## config.mk

```make
export PLATFORM = sky130hd
export DESIGN_NAME = datamem_arbiter_flat
export DESIGN_NICKNAME = d
export VERILOG_FILES = /design/src/rtl/datamem_arb_pkg.sv /design/src/rtl/datamem_arbiter_if.sv /design/src/rtl/datamem_arbiter_rr.sv /design/src/rtl/datamem_arbiter.sv /design/src/flat_wrapper.sv
export SDC_FILE = /design/constraint.sdc
export NUM_CORES = 1
export LEC_CHECK = 0
export BUFFER_PORTS_ARGS = -buffer_cell sky130_fd_sc_hd__buf_2
export CORE_AREA = 2 2 103 105
export DETAILED_ROUTE_END_ITERATION = 6
export DIE_AREA = 0 0 105 107
export PLACE_DENSITY = 0.8
export SKIP_LAST_GASP = 1
export SLEW_MARGIN = 20
export SYNTH_ARGS = -nofsm -noshare
export SYNTH_HDL_FRONTEND = slang
export SYNTH_SLANG_ARGS = --single-unit
```

## constraint.sdc

```tcl
create_clock -name clk -period 7 [get_ports clk]
set_input_delay 0.35 -clock clk [delete_from_list [all_inputs] [get_ports clk]]
set_output_delay 0.35 -clock clk [all_outputs]
set_load 0.02 [all_outputs]
```

## src/rtl/datamem_arb_pkg.sv

```systemverilog
// rtl/datamem_arb_pkg.sv - shared types and constants for the data memory arbiter
package datamem_arb_pkg;

  typedef enum logic [1:0] {
    IDLE   = 2'd0,
    ACCESS = 2'd1,
    RESP   = 2'd2
  } state_e;

  localparam logic PORT_CPU = 1'b0;
  localparam logic PORT_DMA = 1'b1;

endpackage

```

## src/rtl/datamem_arbiter_if.sv

```systemverilog
// rtl/datamem_arbiter_if.sv - request, response and memory bus of the data memory arbiter
interface datamem_arbiter_if #(
  parameter int DATA_WIDTH = 32
);

  logic                  req0_valid;
  logic                  req1_valid;
  logic                  req0_ready;
  logic                  req1_ready;
  logic                  req0_we;
  logic                  req1_we;
  logic [DATA_WIDTH-1:0] req0_addr;
  logic [DATA_WIDTH-1:0] req1_addr;
  logic [DATA_WIDTH-1:0] req0_wdata;
  logic [DATA_WIDTH-1:0] req1_wdata;
  logic                  resp0_valid;
  logic                  resp1_valid;
  logic                  resp0_err;
  logic                  resp1_err;
  logic [DATA_WIDTH-1:0] resp_rdata;
  logic [DATA_WIDTH-1:0] mem_a;
  logic [DATA_WIDTH-1:0] mem_wd;
  logic                  mem_we;
  logic [DATA_WIDTH-1:0] mem_rd;

  modport slave (
    input  req0_valid, req1_valid, req0_we, req1_we,
    input  req0_addr, req1_addr, req0_wdata, req1_wdata, mem_rd,
    output req0_ready, req1_ready, resp0_valid, resp1_valid,
    output resp0_err, resp1_err, resp_rdata, mem_a, mem_wd, mem_we
  );

  modport master (
    output req0_valid, req1_valid, req0_we, req1_we,
    output req0_addr, req1_addr, req0_wdata, req1_wdata, mem_rd,
    input  req0_ready, req1_ready, resp0_valid, resp1_valid,
    input  resp0_err, resp1_err, resp_rdata, mem_a, mem_wd, mem_we
  );

endinterface

```

## src/rtl/datamem_arbiter_rr.sv

```systemverilog
// rtl/datamem_arbiter_rr.sv - two-way round-robin grant; last_grant moves only on advance
module rr_arbiter2
  import datamem_arb_pkg::*;
(
  input  logic       clk,
  input  logic       rst,
  input  logic [1:0] req,
  input  logic       advance,
  output logic [1:0] gnt
);

  logic last_q;

  // On a tie the port that did not win last time gets the grant
  always_comb begin
    gnt = 2'b00;
    case (req)
      2'b01:   gnt = 2'b01;
      2'b10:   gnt = 2'b10;
      2'b11:   gnt = (last_q == PORT_DMA) ? 2'b01 : 2'b10;
      default: gnt = 2'b00;
    endcase
  end

  always_ff @(posedge clk or posedge rst) begin
    if (rst) begin
      last_q <= PORT_DMA;
    end else if (advance) begin
      last_q <= gnt[PORT_DMA];
    end
  end

endmodule

```

## src/rtl/datamem_arbiter.sv

```systemverilog
// rtl/datamem_arbiter.sv - two-port arbiter/sequencer in front of the single-port data memory
module datamem_arbiter
  import datamem_arb_pkg::*;
#(
  parameter int DATA_WIDTH = 32,
  parameter int MEM_DEPTH  = 32
) (
  input logic               clk,
  input logic               rst,
  datamem_arbiter_if.slave  bus
);

  localparam logic [1:0] S_IDLE   = IDLE;
  localparam logic [1:0] S_ACCESS = ACCESS;
  localparam logic [1:0] S_RESP   = RESP;

  logic [1:0]            state_q, state_d;
  logic                  port_q, we_q, err_q;
  logic [DATA_WIDTH-1:0] addr_q, wdata_q, rdata_q;

  logic [1:0]            arb_req, gnt;
  logic                  hs, sel;
  logic                  sel_we;
  logic [DATA_WIDTH-1:0] sel_addr, sel_wdata;

  // Requests are only offered to the arbiter while idle and out of reset
  assign arb_req = (state_q == S_IDLE && !rst) ? {bus.req1_valid, bus.req0_valid} : 2'b00;

  rr_arbiter2 u_rr (
    .clk     (clk),
    .rst     (rst),
    .req     (arb_req),
    .advance (hs),
    .gnt     (gnt)
  );

  assign hs        = |gnt;
  assign sel       = gnt[PORT_DMA];
  assign sel_we    = sel ? bus.req1_we    : bus.req0_we;
  assign sel_addr  = sel ? bus.req1_addr  : bus.req0_addr;
  assign sel_wdata = sel ? bus.req1_wdata : bus.req0_wdata;

  always_comb begin
    state_d = state_q;
    case (state_q)
      S_IDLE:   if (hs) state_d = S_ACCESS;
      S_ACCESS: state_d = S_RESP;
      S_RESP:   state_d = S_IDLE;
      default:  state_d = S_IDLE;
    endcase
  end

  always_ff @(posedge clk or posedge rst) begin
    if (rst) begin
      state_q <= S_IDLE;
      port_q  <= 1'b0;
      we_q    <= 1'b0;
      err_q   <= 1'b0;
      addr_q  <= '0;
      wdata_q <= '0;
      rdata_q <= '0;
    end else begin
      state_q <= state_d;
      if (hs) begin
        port_q  <= sel;
        we_q    <= sel_we;
        addr_q  <= sel_addr;
        wdata_q <= sel_wdata;
        err_q   <= (sel_addr >= DATA_WIDTH'(MEM_DEPTH));
      end
      if (state_q == S_ACCESS) begin
        rdata_q <= (!we_q && !err_q) ? bus.mem_rd : '0;
      end
    end
  end

  assign bus.req0_ready  = gnt[PORT_CPU];
  assign bus.req1_ready  = gnt[PORT_DMA];
  assign bus.mem_a       = addr_q;
  assign bus.mem_wd      = wdata_q;
  assign bus.mem_we      = (state_q == S_ACCESS) && we_q && !err_q;
  assign bus.resp0_valid = (state_q == S_RESP) && (port_q == PORT_CPU);
  assign bus.resp1_valid = (state_q == S_RESP) && (port_q == PORT_DMA);
  assign bus.resp0_err   = bus.resp0_valid && err_q;
  assign bus.resp1_err   = bus.resp1_valid && err_q;
  assign bus.resp_rdata  = rdata_q;

endmodule

```

## src/flat_wrapper.sv

```systemverilog
// flat-port wrapper written by rule: the top's interface ports become plain ports
module datamem_arbiter_flat import datamem_arb_pkg::*;
#(
  parameter int DATA_WIDTH = 32,
  parameter int MEM_DEPTH  = 32
)
  (clk, rst, bus_req0_valid, bus_req1_valid, bus_req0_we, bus_req1_we, bus_req0_addr, bus_req1_addr, bus_req0_wdata, bus_req1_wdata, bus_mem_rd, bus_req0_ready, bus_req1_ready, bus_resp0_valid, bus_resp1_valid, bus_resp0_err, bus_resp1_err, bus_resp_rdata, bus_mem_a, bus_mem_wd, bus_mem_we);
  datamem_arbiter_if #(.DATA_WIDTH(DATA_WIDTH)) bus_i ();
  input logic clk;
  input logic rst;
  input wire logic [$bits(bus_i.req0_valid)-1:0] bus_req0_valid;
  input wire logic [$bits(bus_i.req1_valid)-1:0] bus_req1_valid;
  input wire logic [$bits(bus_i.req0_we)-1:0] bus_req0_we;
  input wire logic [$bits(bus_i.req1_we)-1:0] bus_req1_we;
  input wire logic [$bits(bus_i.req0_addr)-1:0] bus_req0_addr;
  input wire logic [$bits(bus_i.req1_addr)-1:0] bus_req1_addr;
  input wire logic [$bits(bus_i.req0_wdata)-1:0] bus_req0_wdata;
  input wire logic [$bits(bus_i.req1_wdata)-1:0] bus_req1_wdata;
  input wire logic [$bits(bus_i.mem_rd)-1:0] bus_mem_rd;
  output wire logic [$bits(bus_i.req0_ready)-1:0] bus_req0_ready;
  output wire logic [$bits(bus_i.req1_ready)-1:0] bus_req1_ready;
  output wire logic [$bits(bus_i.resp0_valid)-1:0] bus_resp0_valid;
  output wire logic [$bits(bus_i.resp1_valid)-1:0] bus_resp1_valid;
  output wire logic [$bits(bus_i.resp0_err)-1:0] bus_resp0_err;
  output wire logic [$bits(bus_i.resp1_err)-1:0] bus_resp1_err;
  output wire logic [$bits(bus_i.resp_rdata)-1:0] bus_resp_rdata;
  output wire logic [$bits(bus_i.mem_a)-1:0] bus_mem_a;
  output wire logic [$bits(bus_i.mem_wd)-1:0] bus_mem_wd;
  output wire logic [$bits(bus_i.mem_we)-1:0] bus_mem_we;
  assign bus_i.req0_valid = bus_req0_valid;
  assign bus_i.req1_valid = bus_req1_valid;
  assign bus_i.req0_we = bus_req0_we;
  assign bus_i.req1_we = bus_req1_we;
  assign bus_i.req0_addr = bus_req0_addr;
  assign bus_i.req1_addr = bus_req1_addr;
  assign bus_i.req0_wdata = bus_req0_wdata;
  assign bus_i.req1_wdata = bus_req1_wdata;
  assign bus_i.mem_rd = bus_mem_rd;
  assign bus_req0_ready = bus_i.req0_ready;
  assign bus_req1_ready = bus_i.req1_ready;
  assign bus_resp0_valid = bus_i.resp0_valid;
  assign bus_resp1_valid = bus_i.resp1_valid;
  assign bus_resp0_err = bus_i.resp0_err;
  assign bus_resp1_err = bus_i.resp1_err;
  assign bus_resp_rdata = bus_i.resp_rdata;
  assign bus_mem_a = bus_i.mem_a;
  assign bus_mem_wd = bus_i.mem_wd;
  assign bus_mem_we = bus_i.mem_we;
  datamem_arbiter #(.DATA_WIDTH(DATA_WIDTH), .MEM_DEPTH(MEM_DEPTH)) u_core (.clk(clk), .rst(rst), .bus(bus_i));
endmodule
```

==> results of run 1 <==
==> power by group through the flow <==
| stage | clock network, µW | logic [µW] | registers (µW) |
|---|---|---|---|
| 3_3_place_gp | 0 | 820 | 899 |
| 5_1_grt | 412 | 910 | 921 |
| 6_report | 378 | 835 | 894 |
| 2_1_floorplan | 0 | 294 | 1120 |
| 3_5_place_dp | 0 | 846 | 901 |
| 4_1_cts | 387 | 844 | 895 |
==> routing by layer <==
layer / GRT usage [%] / wire length (µm) / vias to the layer above
li1: - / - / 2038
met1: 28.6 / 5160 / 2065
met2: 37.4 / 6330 / 219
met3: 4.74 / 950 / 31
met4: 10.2 / 346 / 0
met5: 0 / 0 / -
==> critical path, cell delays in order (launching register included) <==
cell,delay [ns]
dfrtp_1,0.44
nor3_2,0.34
nand3_2,0.55
inv_2,0.20
buf_4,0.59
buf_2,0.29
==> final timing paths <==
kind                                                 end  slack [ns]                  from  cells after the start
worst max-delay path                      bus_req0_ready        3.85     u_core.state_q[0]                      5
worst min-delay path            u_core.bus.resp_rdata[3]        0.02                   rst                      2
worst max register to register     u_core.bus.mem_wd[27]        3.99    u_core.u_rr.last_q                      9
worst min register to register      u_core.bus.mem_wd[5]        0.48  u_core.bus.mem_wd[5]                      2
max in group asynchronous              u_core.state_q[1]        5.80                   rst                      3
min in group clk                   u_core.bus.mem_wd[13]        0.19    bus_req0_wdata[13]                      3
==> metrics by stage <==
step | utilization [%] | area [µm²] | setup slack [ns] | total power, µW
global placement | 56.7 | 5730 | 3.92 | 1720
global route | 58.8 | 5930 | 3.56 | 2240
floorplan | - | 4300 | 3.98 | 1420
CTS | 58.7 | 5930 | 3.45 | 2130
finish | 58.8 | 5930 | 3.85 | 2110
detailed placement | 56.8 | 5730 | 3.89 | 1750
==> final cells by class <==
cell class / count / share of cell area (%)
flip-flops and latches: 102 / 43.0
multi-input cells: 296 / 26.9
repair buffers: 274 / 23.4
well taps: 136 / 2.87
clock buffers: 10 / 2.15
clock inverters: 6 / 1.20
inverters: 6 / 0.422
==> cell families (layout without fill, tap and decap cells) <==
kind of cell	count (synthesis)	count (layout)	share of synthesized area (%)
AOI/OAI and AO/OA	102	102	18.0
buffers and inverters	37	296	3.70
DFF	102	102	59.5
and+or+nand+nor	194	194	18.9
==> state kept, by name (all words and copies together) (netlist names) <==
register,count
u_core.bus.mem_wd,32
u_core.err_q,1
u_core.bus.mem_a,32
u_core.port_q,1
u_core.u_rr.last_q,1
u_core.state_q,2
u_core.bus.resp_rdata,32
u_core.we_q,1
==> layout by cell type (no fill, tap or decap), drive strengths merged <==
cell	n
a211o	1
a211oi	1
a21boi	1
a21o	1
a22o	32
a22oi	37
a31oi	27
and2	2
and3b	1
buf	274
bufinv	1
clkbuf	10
clkinv	3
clkinvlp	2
dfrtp	101
dfstp	1
inv	6
nand2	132
nand2b	2
nand3	2
nand4	2
nor2	33
nor3	5
nor3b	2
nor4	10
o21ai	1
o311ai	1
or4	3
==> metrics.md, run 1 <==
| Metric | Value |
|---|---|
| Vias/cell | `5.24` |
| Crit Path Max Fanout | `68` |
| Core area | `10100 µm²` |
| #FFs+latches synth | `102` |
| Synth cell count leaders | `nand2_1 (132), dfrtp_1 (101), a22oi_1 (37), nor2_1 (33), a22o_1 (32)` |
| Post-CTS Hold Buffers | `0` |
| Worst Path Arrival | `2.80 ns` |
| Sw Share | `41.2%` |
| DIE AREA | `11200 µm²` |
| Worst Hold Class | `primary input to asynchronous set/reset pin` |
| Gr usage total | `between 20% and 30%` |
| First-pass GRT wire length | `20300 µm` |
| Worst Tran Pin Value | `roughly 0.8 ns` |
| Post-synth EDFFs | `0` |
| Count of pins over their slew limit | `0` |
| IO buf count | `around 270` |
| Clock Latency Late Sink | `0.37 ns` |
| Final setup vio count | `0` |
| Static Leak | `0.00328 µW` |
| Period Utilization, post-route | `44.9%` |
| Post-Route WL | `12800 µm` |
| Filler instances | `877` |
| Clk slew on worst S/H paths | `0.11 ns` |
| Top FF cell, synth | `dfrtp_1` |
| Cells after Synth | `about 440` |
| Most frequent cell after synthesis | `nand2_1` |
| Final HPWL DP | `approximately 9400 µm` |
| Comb pwr share | `39.6%` |
| Nets | `855` |
| Main area contributors after synthesis | `dfrtp_1 (59%), nand2_1 (12%), a22o_1 (6.5%)` |
| Synth area leader | `dfrtp_1` |
| DR vias | `4353` |
| Crit path capture type | `output port` |
| Sw Pwr | `869 µW` |
| Sinks on the clock net | `102` |
| 1st-iter DRT viols | `approximately 300` |
| Int Pwr | `1240 µW` |
| Width of the die | `roughly 110 µm` |
| ANT cells | `0` |
| Max clock buf depth | `2` |
| Post-CTS setup buffer count | `0` |
| Unique masters post-synth | `30` |
| Routed len/inst | `15.4 µm` |
| Mapped Area | `4300 µm²` |
| Clk pwr share | `17.9%` |
| Root buffer cell | `clkbuf_8` |
| Relative slew slack | `46.6%` |
| Inserted Clock Buffers | `9` |
| Fin Setup TNS | `0 ns` |
| Post-Syn Area per Cell | `9.87 µm²` |
| Crit path launch type | `flop` |
| Synth-to-Final Area Change | `38.1%` |
| Worst Skew | `0.0150 ns` |
| CTS tree | `yes` |
| RSZ-0062 raised after global routing | `false` |
| Hold Fails Final Rpt | `0` |
| Syn_nets | `601` |
| Starting density of the core | `42.6%` |
| Post-CTS Resized | `0` |
| H-tree levels | `3` |
| Status | `finished clean` |
| Peak supply drop | `approximately 0.0002 V` |
| Placed Cells | `814` |
| Register Area | `2550 µm²` |
| Drc violations | `0` |
| Critical Path RT | `6.65 ns` |
| Largest net degree at the start of global routing | `69` |
| I/O pins | `269` |
| # Max-Cap Violations | `0` |
| Iteration count of the initial detailed-routing pass | `5` |
| Top cell type's share of synthesized area | `58.8%` |
| Yosys warns | `0` |
| Sequential-to-total area share from yosys stat | `59.5%` |
| Fraction of layout cells with a size suffix above 1 | `42.9%` |
| Initial antenna violation count | `1` |
| Cell Pwr Density | `between 300 and 400 nW/µm²` |
| Gr ovfl total | `0` |
| Crit Path Category | `flop to output port` |
| Vias in the first global route | `4199` |
| Async SR Flop Fraction | `100%` |
| Max Clk Rate | `318 MHz` |
| WHS | `about 0.022 ns` |
| Tmin final | `3.15 ns` |
| Row count | `37` |
| Multi-input logic area | `1600 µm²` |
| Die H | `107 µm` |
| Final cell count without fillers | `830` |
| Routability-driven placement congestion ratio | `0.922` |
| Flop pwr share | `42.4%` |
| ANT nets after route | `0` |
(Power assumes the default switching activity.)
==> run 2: changes to the inputs <==
Clock period 7 ns to 3.2 ns, I/O delays scaled along.
==> run 2 against run 1 <==
Power up 120%; sequential power grew 120%; non-clock buffer count increased by 18; worst hold slack worse by 0.0053 ns; clock skew rose by 0.0024 ns; sequential cell count unchanged; final area increased by 2.6%; combinational power is 120% higher; via count increased by 1.7%.
==> metrics.md, run 2 (synthesis gave the netlist of run 1 again) <==
| Metric | Value |
|---|---|
| Status | `finished clean` |
| Crit Path Category | `primary input to output port` |
| Most frequent cells in the layout | `buf_2 (268), nand2_1 (132), dfrtp_1 (101)` |
| Cell Pwr Density | `753 nW/µm²` |
| # Max-Cap Violations | `0` |
| 1st-iter DRT viols | `290` |
| Multi-input logic area | `1590 µm²` |
| Final setup vio count | `0` |
| Vias in the first global route | `4318` |
| Core area | `roughly 10000 µm²` |
| Tmin final | `2.59 ns` |
| IO buf count | `roughly 270` |
| I/O pins | `~270` |
| Hold path depth | `3` |
| DP Area | `5750 µm²` |
| CP Cell Sequence | `dlygate4sd3_1, buf_2, nor3_2, nand3_1, inv_2, buf_4, buf_2` |
| Crit Path Max Fanout | `36` |
| Clk slew on worst S/H paths | `between 0.1 and 0.15 ns` |
| Routability-driven placement congestion ratio | `roughly 0.9` |
| Root buffer cell | `clkbuf_8` |
| RSZ-0062 raised after global routing | `false` |
| Worst Path Arrival | `2.43 ns` |
| Slowest cell on crit path | `dlygate4sd3_1` |
| Inserted Clock Buffers | `9` |
| Gr usage total | `~23%` |
| Fin area | `approximately 6100 µm²` |
| Final HPWL DP | `9560 µm` |
| DR vias | `about 4400` |
| Max clock buf depth | `2` |
| Critical path's most frequent cell | `buf_2` |
| Initial antenna violation count | `0` |
| Row count | `37` |
| Vias/cell | `5.22` |
| Sinks on the clock net | `between 100 and 150` |
| Most common cell after layout, fill and taps aside | `buf_2` |
| Final cell count without fillers | `848` |
| Peak supply drop | `around 0.00043 V` |
| ANT nets after route | `0` |
| Post-CTS Resized | `0` |
| Largest net degree at the start of global routing | `56` |
| Relative slew slack | `around 59%` |
| Iteration count of the initial detailed-routing pass | `5` |
| Clock Latency Late Sink | `between 0.3 and 0.4 ns` |
| Worst Hold Class | `primary input to flop` |
| Critical Path RT | `3.04 ns` |
| Count of pins over their slew limit | `0` |
| Max Clk Rate | `386 MHz` |
| Hold Fails Final Rpt | `0` |
| Worst Skew | `~0.017 ns` |
| Post-Route Utilization | `60.3%` |
| CTS tree | `yes` |
| Fraction of layout cells with a size suffix above 1 | `42.1%` |
| Crit path launch type | `primary input` |
| Period Utilization, post-route | `80.9%` |
| Depth of the most critical reg-to-reg path | `6` |
| Delay of the slowest cell on the worst path | `around 0.57 ns` |
| Starting density of the core | `between 40% and 50%` |
| Width of the die | `105 µm` |
| Die H | `107 µm` |
| Fin Setup TNS | `0 ns` |
| Total Power | `4590 µW` |
| Nets | `873` |
| Placed Cells | `817` |
| DIE AREA | `11200 µm²` |
| Crit path capture type | `output port` |
| First-pass GRT wire length | `20800 µm` |
| Worst Tran Pin Value | `0.621 ns` |
| Synth-to-Final Area Change | `41.7%` |
| Gr ovfl total | `0` |
| ANT cells | `0` |
| H-tree levels | `3` |
| Routed len/inst | `15.3 µm` |
| Register Area | `about 2600 µm²` |
| Drc violations | `0` |
| Post-Route WL | `roughly 13000 µm` |
| Filler instances | `approximately 900` |
| Static Leak | `0.00335 µW` |
-- run 2: per-layer routing --
| layer | wire, µm | share of wire (%) | track usage [%] |
|---|---|---|---|
| met4 | 331 | 2.6 | 9.81 |
| met5 | 0 | 0 | 0 |
| met3 | 922 | 7.1 | 4.07 |
| met1 | 5200 | 40 | 29.5 |
| met2 | 6520 | 50 | 38.6 |
-- run 2: layout make-up --
type / count / share of cell area, %
Timing Repair Buffer: 292 / 25.6
Multi-Input combinational cell: 296 / 26.1
Tap cell: 136 / 2.79
Clock buffer: 10 / 2.26
Sequential cell: 102 / 41.9
Inverter: 6 / 0.411
Clock inverter: 6 / 0.863
-- run 2: report_power, final --
part,switching [µW],leakage (µW),internal [µW]
combinational,1210,0.00197,642
clock,452,0.0000914,317
sequential,245,0.00129,1720
-- run 2: stage by stage --
step / setup WS [ns] / hold slack (ns)
3_5_place_dp: 1.02 / 0.311
4_1_cts: 0.605 / 0.000114
2_1_floorplan: 0.366 / 0.288
3_3_place_gp: 1.12 / 0.310
6_report: 0.611 / 0.0163
5_1_grt: 0.412 / 0.00440
-- run 2: path summary, 6_finish.rpt --
kind	from	slack (ns)	endpoint
max	rst	0.61	bus_req0_ready
min	bus_req0_wdata[26]	0.02	u_core.bus.mem_wd[26]
max reg2reg	u_core.state_q[0]	1.03	u_core.bus.mem_a[27]
max in group asynchronous	rst	1.89	u_core.bus.mem_a[29]
min in group asynchronous	rst	0.51	u_core.bus.mem_a[5]
min reg2reg	u_core.bus.mem_wd[22]	0.48	u_core.bus.mem_wd[22]
-- run 2: critical path: cells and delay by family --
kind | cells | cell delay [ns]
and+or+nand+nor | 2 | 0.36
buffers and inverters | 5 | 1.89
-- run 2: what timing repair did --
item                      in CTS  in global routing
hold endpoints to repair      60                  2
buffers inserted               0                  0
hold buffers                  13                  2
==> run 3: changes to the inputs <==
Clock period 3.2 ns to 2.5 ns, I/O delays scaled along.
==> run 3 against run 2 <==
Final area grew 14%; combinational power is 41% higher; clock skew rose by 0.0034 ns; non-clock buffer count grew 84; die area is the same; power rose by 35%; via count up 11%; largest cell class unchanged.
==> metrics.md, run 3 (synthesis gave the netlist of run 1 again) <==
| Metric | Value |
|---|---|
| Vias in the first global route | `5020` |
| # Max-Cap Violations | `0` |
| Post-CTS setup buffer count | `0` |
| Worst Path Arrival | `2.61 ns` |
| Status | `finished clean` |
| ANT nets after route | `0` |
| Inserted Clock Buffers | `9` |
| Met2 Use GR | `48.4%` |
| Drc violations | `0` |
| Cell Pwr Density | `894 nW/µm²` |
| Crit Path Category | `flop to flop` |
| Worst Skew | `about 0.021 ns` |
| Fraction of layout cells with a size suffix above 1 | `~38%` |
| Static Leak | `0.00364 µW` |
| Global route hottest layer | `met2` |
| Clock Latency Late Sink | `between 0.3 and 0.4 ns` |
| Flop pwr share | `40.9%` |
| Post-CTS Resized | `0` |
| Largest net degree at the start of global routing | `56` |
| Comb pwr share | `42.3%` |
| Width of the die | `roughly 110 µm` |
| Routed len/inst | `16.8 µm` |
| Sinks on the clock net | `102` |
| Clk slew on worst S/H paths | `0.11 ns` |
| 1st-iter DRT viols | `315` |
| Period Utilization, post-route | `92.9%` |
| Synth-to-Final Area Change | `61.7%` |
| Sw Share | `41.5%` |
| Hold Fails Final Rpt | `0` |
| DIE AREA | `approximately 11000 µm²` |
| Max clock buf depth | `2` |
| Most frequent cells in the layout | `buf_2 (268), nand2_1 (132), dfrtp_1 (101)` |
| Gr usage total | `27.6%` |
| DR vias | `4910` |
| GRT met3 Usage | `7.29%` |
| Peak supply drop | `0.000569 V` |
| H-tree levels | `3` |
| Final setup vio count | `0` |
| Vias/cell | `between 5 and 6` |
| Most common cell after layout, fill and taps aside | `buf_2` |
| Max Clk Rate | `431 MHz` |
| Row count | `37` |
| Worst Hold Class | `primary input to flop` |
| Core area | `10100 µm²` |
| IO buf count | `268` |
| Sw Pwr | `2580 µW` |
| Relative slew slack | `64.9%` |
| Die H | `107 µm` |
| CTS tree | `yes` |
| Tmin final | `2.32 ns` |
| GRT met1 Usage | `31.7%` |
| Routability-driven placement congestion ratio | `0.940` |
| Total Power | `6210 µW` |
| Clk pwr share | `16.9%` |
| Int Pwr | `approximately 3600 µW` |
| Nets | `957` |
| Iteration count of the initial detailed-routing pass | `5` |
| Post-Route WL | `between 15000 and 20000 µm` |
| I/O pins | `269` |
| Worst Tran Pin Value | `between 0.5 and 0.6 ns` |
| Final HPWL DP | `9640 µm` |
| Crit path launch type | `flop` |
| First-pass GRT wire length | `24600 µm` |
| Count of pins over their slew limit | `0` |
| Fin Setup TNS | `0 ns` |
| Crit Path Max Fanout | `25` |
| Gr ovfl total | `0` |
| Root buffer cell | `clkbuf_8` |
| Initial antenna violation count | `0` |
| Critical Path RT | `2.79 ns` |
| RSZ-0062 raised after global routing | `false` |
| Starting density of the core | `42.6%` |
| ANT cells | `0` |
| Crit path capture type | `flop` |
run 3: cell count changes in the layout (fill, tap and decap cells not counted), sizes merged:
cell | previous run | this run
buf | 277 | 279
bufinv | 0 | 1
clkinvlp | 2 | 4
dlygate4sd3 | 15 | 97
inv | 8 | 5
run 3: cell type report:
class	count	area, µm²
inverters	6	26.3
repair buffers	376	2410
flip-flops and latches	102	2550
multi-input cells	296	1590
fillers	751	3150
clock inverters	6	70.1
well taps	136	170
clock buffers	10	128
run 3: path summary, 6_finish.rpt:
check / endpoint / slack, ns / depth (start not counted) / start
max: u_core.bus.mem_a[2] / 0.18 / 7 / u_core.state_q[0]
min: u_core.bus.mem_wd[19] / 0.009 / 3 / bus_req1_wdata[19]
max reg2reg: u_core.bus.mem_a[2] / 0.18 / 7 / u_core.state_q[0]
min reg2reg: u_core.bus.mem_wd[12] / 0.48 / 2 / u_core.bus.mem_wd[12]
max in group asynchronous: u_core.bus.resp_rdata[8] / 1.38 / 4 / rst
min in group asynchronous: u_core.bus.mem_wd[13] / 0.39 / 3 / rst
run 3: through the flow:
stage | hold slack [ns] | util (%) | worst slack, ns | cell area [µm²] | std cells
after floorplan | 0.253 | - | 0.890 | 4300 | 435
after global placement | 0.201 | 57.2 | 0.716 | 5780 | 819
after detailed placement | 0.212 | 57.2 | 0.626 | 5780 | 819
after CTS | 0.0000545 | 68.8 | 0.184 | 6950 | 932
after global routing | 0.00802 | 68.8 | 0.00884 | 6950 | 932
final | 0.00871 | 68.8 | 0.178 | 6950 | 932
run 3: worst max-delay path, stage by stage (launching register included):
cell	delay, ns
dfrtp_1	0.42
nor3_2	0.29
nand3_1	0.15
inv_2	0.25
buf_4	0.34
a22oi_1	0.11
dlygate4sd3_1	0.60
nand2_1	0.08
run 3: power by group through the flow:
stage	registers, µW	clock network [µW]	logic, µW
floorplan	3140	0	823
global placement	2520	0	2330
detailed placement	2530	0	2400
CTS	2510	1060	2570
global route	2600	1140	2820
finish	2540	1050	2620
run 3: layer usage:
metal	share of wire [%]	vias up
met2	51	290
met1	38	2325
met5	0	-
met4	3.5	0
met3	7.9	54
li1	-	2241
run 3: repair_timing:
action,in CTS,in global routing
setup endpoints to repair,0,0
hold endpoints to repair,91,0
hold buffers,97,0
